File: config.mk
export PLATFORM = sky130hd
export DESIGN_NAME = cb_ctx
export DESIGN_NICKNAME = d
export VERILOG_FILES = /design/src/rtl/cb_ctx.sv
export SDC_FILE = /design/constraint.sdc
export NUM_CORES = 2
export LEC_CHECK = 0
export ABC_AREA = 1
export BUFFER_PORTS_ARGS = -buffer_cell sky130_fd_sc_hd__buf_4
export CORE_UTILIZATION = 50
export DETAILED_ROUTE_END_ITERATION = 12
export GPL_TIMING_DRIVEN = 0
export PLACE_DENSITY = 0.67
export SETUP_SLACK_MARGIN = 0.2
export SYNTH_ARGS = -nofsm -noshare
export SYNTH_HDL_FRONTEND = slang
export SYNTH_SLANG_ARGS = --single-unit
File: constraint.sdc
create_clock -name clk -period 17.74 [get_ports clk]
set_input_delay 2.661 -clock clk [delete_from_list [all_inputs] [get_ports clk]]
set_output_delay 2.661 -clock clk [all_outputs]
set_load 0.02 [all_outputs]
File: src/rtl/cb_ctx.sv
// cb_ctx: multi-context connection block with a serial configuration loader.
//
// Routes two adjacent CLBs and two single-length track bundles through
// select-driven muxes. NUM_CTX configuration banks are held; the bank chosen
// by active_ctx drives the muxes combinationally. A daisy-chained,
// ID-addressed serial frame (ID, target ctx, payload) fills a shadow register
// that is committed to one bank in a single cycle, so a live bank is never
// seen half-written.
//
// Ports:
//   clk, crst                  clock, synchronous active-high reset
//   clb0_output, clb1_output   CLB outputs (0 = same tile, 1 = adjacent)
//   clb0_input, clb1_input     CLB input drivers
//   single0_in, single1_in     track inputs
//   single0_out, single1_out   track drivers
//   ctx_sel, ctx_switch        requested context and load strobe
//   active_ctx                 current live context
//   cfg_in_start, cfg_bit_in   serial frame in
//   cfg_out_start, cfg_bit_out serial frame forwarded to the next block
//   cfg_busy, cfg_done, cfg_err frame status
module cb_ctx #(
    parameter int CLB_IWIDTH = 10,
    parameter int CLB_OWIDTH = 4,
    parameter int CHN_WIDTH  = 16,
    parameter int NUM_CTX    = 2,
    parameter int ID_WIDTH   = 3,
    parameter int ID         = 7,
    localparam int CW        = (NUM_CTX > 1) ? $clog2(NUM_CTX) : 1
) (
    input  logic                  clk,
    input  logic                  crst,
    input  logic [CLB_OWIDTH-1:0] clb0_output,
    input  logic [CLB_OWIDTH-1:0] clb1_output,
    output logic [CLB_IWIDTH-1:0] clb0_input,
    output logic [CLB_IWIDTH-1:0] clb1_input,
    input  logic [CHN_WIDTH-1:0]  single0_in,
    input  logic [CHN_WIDTH-1:0]  single1_in,
    output logic [CHN_WIDTH-1:0]  single0_out,
    output logic [CHN_WIDTH-1:0]  single1_out,
    input  logic [CW-1:0]         ctx_sel,
    input  logic                  ctx_switch,
    output logic [CW-1:0]         active_ctx,
    input  logic                  cfg_in_start,
    input  logic                  cfg_bit_in,
    output logic                  cfg_out_start,
    output logic                  cfg_bit_out,
    output logic                  cfg_busy,
    output logic                  cfg_done,
    output logic                  cfg_err
);

    // Mux source counts (including the constant-0 source) and select widths
    localparam int SO_LEN   = CHN_WIDTH + 2 * CLB_OWIDTH + 1;
    localparam int CI_LEN   = 2 * CHN_WIDTH + CLB_OWIDTH + 1;
    localparam int SO       = $clog2(SO_LEN);
    localparam int CI       = $clog2(CI_LEN);
    localparam int S0_BASE  = 0;
    localparam int S1_BASE  = CHN_WIDTH * SO;
    localparam int C0_BASE  = 2 * CHN_WIDTH * SO;
    localparam int C1_BASE  = C0_BASE + CLB_IWIDTH * CI;
    localparam int CFG_SIZE = C1_BASE + CLB_IWIDTH * CI;
    localparam int H        = ID_WIDTH + CW;
    localparam int CNT_MAX  = (CFG_SIZE > H) ? CFG_SIZE : H;
    localparam int CNT_W    = $clog2(CNT_MAX + 1);

    localparam logic [ID_WIDTH-1:0] ID_W = ID_WIDTH'(ID);
    localparam logic [CW:0]         NCTX = (CW + 1)'(NUM_CTX);

    typedef enum logic [2:0] {
        ST_IDLE   = 3'd0,
        ST_HDR    = 3'd1,
        ST_LOAD   = 3'd2,
        ST_SKIP   = 3'd3,
        ST_COMMIT = 3'd4
    } state_t;

    state_t              state_r;
    state_t              state_s;
    logic [CNT_W-1:0]    cnt_r;
    logic [H-2:0]        hdr_r;
    logic [CW-1:0]       tgt_r;
    logic [CW-1:0]       active_ctx_r;
    logic [CFG_SIZE-1:0] shadow_r;
    logic [CFG_SIZE-1:0] bank_r [NUM_CTX];
    logic                cfg_bit_out_r;
    logic                cfg_out_start_r;
    logic                cfg_busy_r;
    logic                cfg_done_r;
    logic                cfg_err_r;

    logic [H-1:0]        hdr_full_s;
    logic                id_match_s;
    logic                ctx_ok_s;
    logic                hdr_last_s;
    logic                pay_last_s;
    logic                err_s;

    logic [CFG_SIZE-1:0] act_bank_s;
    logic [(2**SO)-1:0]  so0_src_s;
    logic [(2**SO)-1:0]  so1_src_s;
    logic [(2**CI)-1:0]  ci0_src_s;
    logic [(2**CI)-1:0]  ci1_src_s;

    assign active_ctx    = active_ctx_r;
    assign cfg_bit_out   = cfg_bit_out_r;
    assign cfg_out_start = cfg_out_start_r;
    assign cfg_busy      = cfg_busy_r;
    assign cfg_done      = cfg_done_r;
    assign cfg_err       = cfg_err_r;

    // Next-state decode; the header is judged on its last bit still on the wire
    always_comb begin
        state_s    = state_r;
        err_s      = 1'b0;
        hdr_full_s = {hdr_r, cfg_bit_in};
        id_match_s = (hdr_full_s[H-1:CW] == ID_W);
        ctx_ok_s   = ({1'b0, hdr_full_s[CW-1:0]} < NCTX);
        hdr_last_s = (cnt_r == CNT_W'(H - 1));
        pay_last_s = (cnt_r == CNT_W'(CFG_SIZE - 1));
        case (state_r)
            ST_IDLE: begin
                if (cfg_in_start) begin
                    state_s = ST_HDR;
                end else begin
                    state_s = ST_IDLE;
                end
            end
            ST_HDR: begin
                if (cfg_in_start) begin
                    state_s = ST_HDR;
                end else if (hdr_last_s) begin
                    if (id_match_s && ctx_ok_s) begin
                        state_s = ST_LOAD;
                    end else begin
                        state_s = ST_SKIP;
                        err_s   = id_match_s;
                    end
                end else begin
                    state_s = ST_HDR;
                end
            end
            ST_LOAD: begin
                if (cfg_in_start) begin
                    state_s = ST_HDR;
                end else if (pay_last_s) begin
                    state_s = ST_COMMIT;
                end else begin
                    state_s = ST_LOAD;
                end
            end
            ST_SKIP: begin
                if (cfg_in_start) begin
                    state_s = ST_HDR;
                end else if (pay_last_s) begin
                    state_s = ST_IDLE;
                end else begin
                    state_s = ST_SKIP;
                end
            end
            ST_COMMIT: begin
                if (cfg_in_start) begin
                    state_s = ST_HDR;
                end else begin
                    state_s = ST_IDLE;
                end
            end
            default: begin
                state_s = ST_IDLE;
            end
        endcase
    end

    // Config state, shadow/bank storage, forwarding flops and active context
    always_ff @(posedge clk) begin
        if (crst) begin
            state_r         <= ST_IDLE;
            cnt_r           <= '0;
            hdr_r           <= '0;
            tgt_r           <= '0;
            active_ctx_r    <= '0;
            shadow_r        <= '0;
            cfg_bit_out_r   <= 1'b0;
            cfg_out_start_r <= 1'b0;
            cfg_busy_r      <= 1'b0;
            cfg_done_r      <= 1'b0;
            cfg_err_r       <= 1'b0;
            for (int i = 0; i < NUM_CTX; i++) begin
                bank_r[i] <= '0;
            end
        end else begin
            state_r         <= state_s;
            cfg_bit_out_r   <= cfg_bit_in;
            cfg_out_start_r <= cfg_in_start;
            cfg_busy_r      <= (state_s != ST_IDLE);
            cfg_done_r      <= (state_s == ST_COMMIT);
            cfg_err_r       <= err_s;

            // A start always restarts the header with the current bit as bit 0
            if (cfg_in_start) begin
                hdr_r <= (H - 1)'(cfg_bit_in);
                cnt_r <= CNT_W'(1);
            end else begin
                if (state_r == ST_HDR) begin
                    hdr_r <= hdr_full_s[H-2:0];
                end
                if ((state_s == state_r) && (state_r != ST_IDLE)) begin
                    cnt_r <= cnt_r + CNT_W'(1);
                end else begin
                    cnt_r <= '0;
                end
            end

            if ((state_r == ST_HDR) && hdr_last_s && !cfg_in_start) begin
                tgt_r <= hdr_full_s[CW-1:0];
            end

            // Payload arrives bit 0 first, so shift in from the top
            if ((state_r == ST_LOAD) && !cfg_in_start) begin
                shadow_r <= {cfg_bit_in, shadow_r[CFG_SIZE-1:1]};
            end

            if (state_r == ST_COMMIT) begin
                bank_r[tgt_r] <= shadow_r;
            end

            if (ctx_switch && ({1'b0, ctx_sel} < NCTX)) begin
                active_ctx_r <= ctx_sel;
            end
        end
    end

    // Routing muxes; source vectors are zero-padded so out-of-range selects give 0
    always_comb begin
        act_bank_s = bank_r[active_ctx_r];
        so0_src_s  = '0;
        so1_src_s  = '0;
        ci0_src_s  = '0;
        ci1_src_s  = '0;
        so0_src_s[SO_LEN-1:0] = {clb1_output, clb0_output, single1_in, 1'b0};
        so1_src_s[SO_LEN-1:0] = {clb1_output, clb0_output, single0_in, 1'b0};
        ci0_src_s[CI_LEN-1:0] = {clb1_output, single1_in, single0_in, 1'b0};
        ci1_src_s[CI_LEN-1:0] = {clb0_output, single1_in, single0_in, 1'b0};
        single0_out = '0;
        single1_out = '0;
        clb0_input  = '0;
        clb1_input  = '0;
        for (int j = 0; j < CHN_WIDTH; j++) begin
            single0_out[j] = so0_src_s[act_bank_s[S0_BASE + j * SO +: SO]];
            single1_out[j] = so1_src_s[act_bank_s[S1_BASE + j * SO +: SO]];
        end
        for (int j = 0; j < CLB_IWIDTH; j++) begin
            clb0_input[j] = ci0_src_s[act_bank_s[C0_BASE + j * CI +: CI]];
            clb1_input[j] = ci1_src_s[act_bank_s[C1_BASE + j * CI +: CI]];
        end
    end

endmodule
# Yosys cells after proc, flatten, opt, wreduce, memory -nomap -nowiden
# Memories as Yosys holds them, arrays and structs flattened. A register that Yosys moved wholly into a read port is not among the register bits.
# Cells that the tools add are included.
totals:
  output_inout_bits: 58
  n_memories: 1
  regBits: 301
  input_bits: 46
  wordCells: 216
  ram_bits: 560
classes:
  n_mux: 127
  addsub: 1
  reduce_logical: 13
  n_eq_ne: 9
  bitwise_logic: 1
  order_cmp: 52
mem_list:
  columns: ["memory", "depth", "width", "rd", "rd_ports_with_merged_regs", "wr", "line", "rtl"]
  rows:
  - ["bank_r", 2, 280, 1, 1, 2, "84", "logic [CFG_SIZE-1:0] bank_r [NUM_CTX];"]
ops:
  columns: ["op", "n"]
  rows:
  - ["280-bit 2-to-1 mux", 1]
  - ["280-bit OR reduction", 1]
  - ["5-bit by 6-bit < comparator with 1-bit output, second input constant", 32]
  - ["1-bit binary-select mux with 5-bit select", 32]
  - ["6-bit by 7-bit < comparator with 1-bit output, second input constant", 20]
  - ["1-bit binary-select mux with 6-bit select", 20]
  - ["1-bit 2-to-1 mux", 67]
  - ["3-bit 2-to-1 mux", 4]
  - ["3-bit case mux with 4 select lines", 1]
  - ["9-bit by 1-bit adder with 9-bit output, second input constant", 1]
  - ["3-bit equality test, second input constant", 3]
  - ["9-bit by 2-bit equality test with 1-bit output, second input constant", 1]
  - ["9-bit equality test, second input constant", 1]
  - ["3-bit by 2-bit equality test with 1-bit output, second input constant", 2]
  - ["3-bit nonzero test", 2]
  - ["1-bit logical AND", 4]
  - ["2-bit 2-to-1 mux", 2]
  - ["2-bit OR reduction", 2]
  - ["3-bit by 1-bit equality test with 1-bit output, second input constant", 1]
  - ["3-bit equality test", 1]
  - ["3-bit zero test", 1]
  - ["3-bit OR reduction", 1]
  - ["2-bit nonzero test", 1]
  - ["1-bit zero test", 1]
  - ["1-bit NOT", 1]

# Depth between registers and ports, before layout
logic_depth:
  word_depth: 9
  ltp_mapped: 14
  ltp_nobuf: 12

# Worst setup path before layout
# No wires, ideal clock.
synth_path:
  kind: "input port to flip-flop"
  startpoint: "input crst"
  endpoint: "memory bank_r[0][0] (netlist name), enable pin"
  required_time_ns: 15.616
  path_buffers: 4
  cell_stages: 7
  slack_ns: 7.321
  arrival_time_ns: 8.295
  setup_time_ns: 2.124
  cell_sequence: "buf_2 clkinv_1 nand4_1 clkbuf_1 buf_2 buf_2 nand2_1"
synth_lines:
  columns: ["element", "line", "rtl"]
  rows:
  - ["start: declaration", "31", "input logic crst,"]
  - ["end: declaration", "84", null]

# Final worst setup path
layout_path:
  startpoint: "input single0_in[13]"
  endpoint: "output clb1_input[2]"
layout_between:
  elab_chain_cells: 2
layout_lines:
  columns: ["element", "line", "rtl"]
  rows:
  - ["start: declaration", "36", "input logic [CHN_WIDTH-1:0] single0_in,"]
  - ["1-bit binary-select mux with 6-bit select", "253", "clb1_input[j] = ci1_src_s[act_bank_s[C1_BASE + j * CI +: CI]];"]
  - ["1-bit 2-to-1 mux (implied by the code)", "253", null]
  - ["end: declaration", "35", "output logic [CLB_IWIDTH-1:0] clb1_input,"]
# Every way passes these cells. The select of a mux whose other input is x is not followed.

==> impl_metrics.tcl <==
set metrics [dict create \
    overflow 0 \
    synth_flop_cell "edfxtp_1" \
    layout-drive-gt1-share_pct 9.07 \
    num_vias 51380 \
    yosys.area.top_type "edfxtp_1" \
    synthXorXnorAreaFrac_pct 0.106 \
    synth_area_leaders "edfxtp_1, dfxtp_1, nand2_1, nand3_1, nor2_1" \
    grt_first_pass_wirelength_mm 320 \
    ys_seq_area_share_pct 46.1 \
    power_density_mw_per_mm2 96.3 \
    final_common_cell "nand2_1" \
    synth_edf_count 560 \
    clk_pin_slew_ps 50 \
    slew_headroom_pct -12.8 \
    rsz0062_at_grt "no" \
    synth.top_cell.area_share_pct 33.9 \
    cap_violations 10 \
    end_kind "primary output" \
    wl_mm 233 \
    die_w_um 317 \
    regArea_mm2 0.0229 \
    ioPinCount 104 \
    cts_tree "built" \
    syn_nets 6701 \
    synth-seq-cells 862 \
    finalHoldViolCount 0 \
    clock_sinks 862 \
    fill_cells 9319 \
    grt_use_total_pct 45.0 \
    area_growth_pct 11.3 \
    antenna_found_initial 22 \
    dr.pass1.iters 8 \
    syn_area_mm2 0.0496 \
    die-area_mm2 0.100 \
    worst_pin_slew_ps 1690 \
    postSynthAreaPerCell_um2 7.45 \
    synth_top_family_by_area "simple AND/OR/NAND/NOR gates" \
    fp.dieH_um 317 \
    cts-root-buf "clkbuf_16" \
    fin_crit_sh_pct 49.4 \
    vias_per_cell 6.26 \
    fin_crit_ps 8760 \
    min_from "cnt_r[8]$_SDFF_PP0_" \
    synth-compound-area-share_pct 15.9 \
    muxShareOfSynthArea_pct 0.767 \
    clock_path_buffers 3 \
    cp_data_arrival_time_ps 6100 \
    p_leak_nw 21.1 \
    post_cts_buffers 0 \
    violations "max-capacitance violations, max-slew violations" \
    cp.required_ps 15080 \
    netlist_instances 6654 \
    cp_max_fo 10 \
    wire_per_inst_um 28.3 \
    holdWs_ps 464 \
    cts_hold_buf 0 \
    numCtsBuffers 89 \
    drc 0 \
    dr.first_iter.drc_count 8683 \
    worstSetupStartpoint "single0_in[13]" \
    crit_path_start_kind "input pin" \
    status "complete, but fails checks" \
    final_nets 6884 \
    std_cell_rows 115 \
    ys.warnings.count 0 \
    setup_viol_count_final 0 \
    core_area_mm2 0.0983 \
    first_global_vias 44924 \
    port_buffers 83 \
    hpwl_mm 158 \
    fin_skew_ps 40.5 \
    detail-route-antenna-nets 0 \
    r2r-start "state_r[1]$_SDFF_PP0_" \
    maxSlewViolCount 89 \
    synthSimpleGateAreaFrac_pct 27.3 \
    synthAdderAreaFrac_pct 0.0252 \
    place_congestion 1.04 \
    cts_max_level 3 \
    fin_setup_tns_ps 0 \
    fmax_mhz 114 \
    ys_async_sr_fraction_pct 0 \
    worstSkewPairLatency_ps 710 \
    grt_max_degree 63 \
    start_util_pct 50.5 \
    cts.repair.resized 0 \
    final_cell_mix "nand2_1, nor2_1, nand3_1" \
    multi_input_area_mm2 0.0219 \
    path_class "input pin to primary output" \
    hp-class "register to register" \
    ys_types 41 \
    peakVddDrop_uv 81.8 \
]
## cell usage after synthesis (4+ instances only)
cell type	count
nand3_1	686
edfxtp_1	560
buf_4	37
nor2_1	724
o21a_1	13
nor3_1	15
buf_2	156
nand2_2	23
o2111ai_1	4
nand3b_1	20
o21ai_0	520
clkinv_1	20
o21ai_2	49
nand4_1	99
nor2_2	7
buf_1	9
a21o_1	4
a21oi_1	404
clkbuf_1	249
inv_2	18
dfxtp_1	302
nand2_1	1600
inv_1	645
o21ai_1	43
xor2_1	5
o21ai_4	7
o211ai_1	281
buf_6	24
a31oi_1	20
mux2i_1	38
or2_2	57
## logic make-up after synthesis
group / Yosys count
buf+inv: 1158
simple gates: 3233
compound gates: 1355
xor+xnor: 6
flops: 862
mux: 38
other cells: 1
fa+ha+maj: 1
## critical path, stage by stage
cell and delay, ps:
clkbuf_1 860, clkinv_1 1160, nand2_1 280, nand3_1 100
nand2_1 90, nand2_1 50, nand3_1 80, nand2_1 50
nand2_1 50, nand2_1 60, nor2_1 400, buf_4 240
## layout make-up
| type | instances | area share (%) |
|---|---|---|
| inverter | 683 | 4.64 |
| antenna | 10 | 0.0453 |
| tap | 1287 | 2.92 |
| timing repair buffer | 92 | 1.58 |
| clock inverter | 37 | 0.768 |
| clock buffer | 129 | 4.80 |
| buffer | 475 | 4.18 |
| multi-input combinational | 4634 | 39.7 |
| sequential | 862 | 41.4 |
## metrics by stage
step                setup WS (ps)  power, mW  instance area (um2)  util [%]  std cells
floorplan                    7320       2.91                49600         -       6654
global placement             1260       3.34                51800      52.7       8024
detailed placement           9390       3.31                52100      53.0       8033
CTS                          9380       5.25                55200      56.1       8199
global route                 9210       5.44                55200      56.1       8199
finish                       8980       5.31                55200      56.2       8209
## metal layers
metal / up-vias / share of wire, % / global-route usage, %
li1: 22626 / - / -
met1: 24140 / 38 / 60.6
met2: 3792 / 41 / 63.2
met3: 802 / 15 / 13.2
met4: 20 / 6.9 / 27.6
met5: - / 0.057 / 0
## state kept, by name, indices dropped and copies added, names as in the netlist, 3 cells and up, named ones only
| signal | flops |
|---|---|
| bank_r | 560 |
| shadow_r | 280 |
| cnt_r | 9 |
| hdr_r | 3 |
| state_r | 3 |
## power by group
group / switching [mW] / internal [mW] / total (mW)
sequential: 0.0232 / 2.20 / 2.22
combinational: 0.816 / 0.295 / 1.11
clock: 0.826 / 1.16 / 1.98
total: 1.66 / 3.65 / 5.31
## path summary, 6_finish.rpt
check | cells after the start | slack, ps | to
max reg2reg | 8 | 13800 | bank_r[1][86]$_SDFFCE_PN0P_
min reg2reg | 2 | 460 | cnt_r[8]$_SDFF_PP0_
max | 12 | 8980 | clb1_input[2]
min | 2 | 460 | cnt_r[8]$_SDFF_PP0_
No activity file was read; power rests on OpenSTA's default activity.
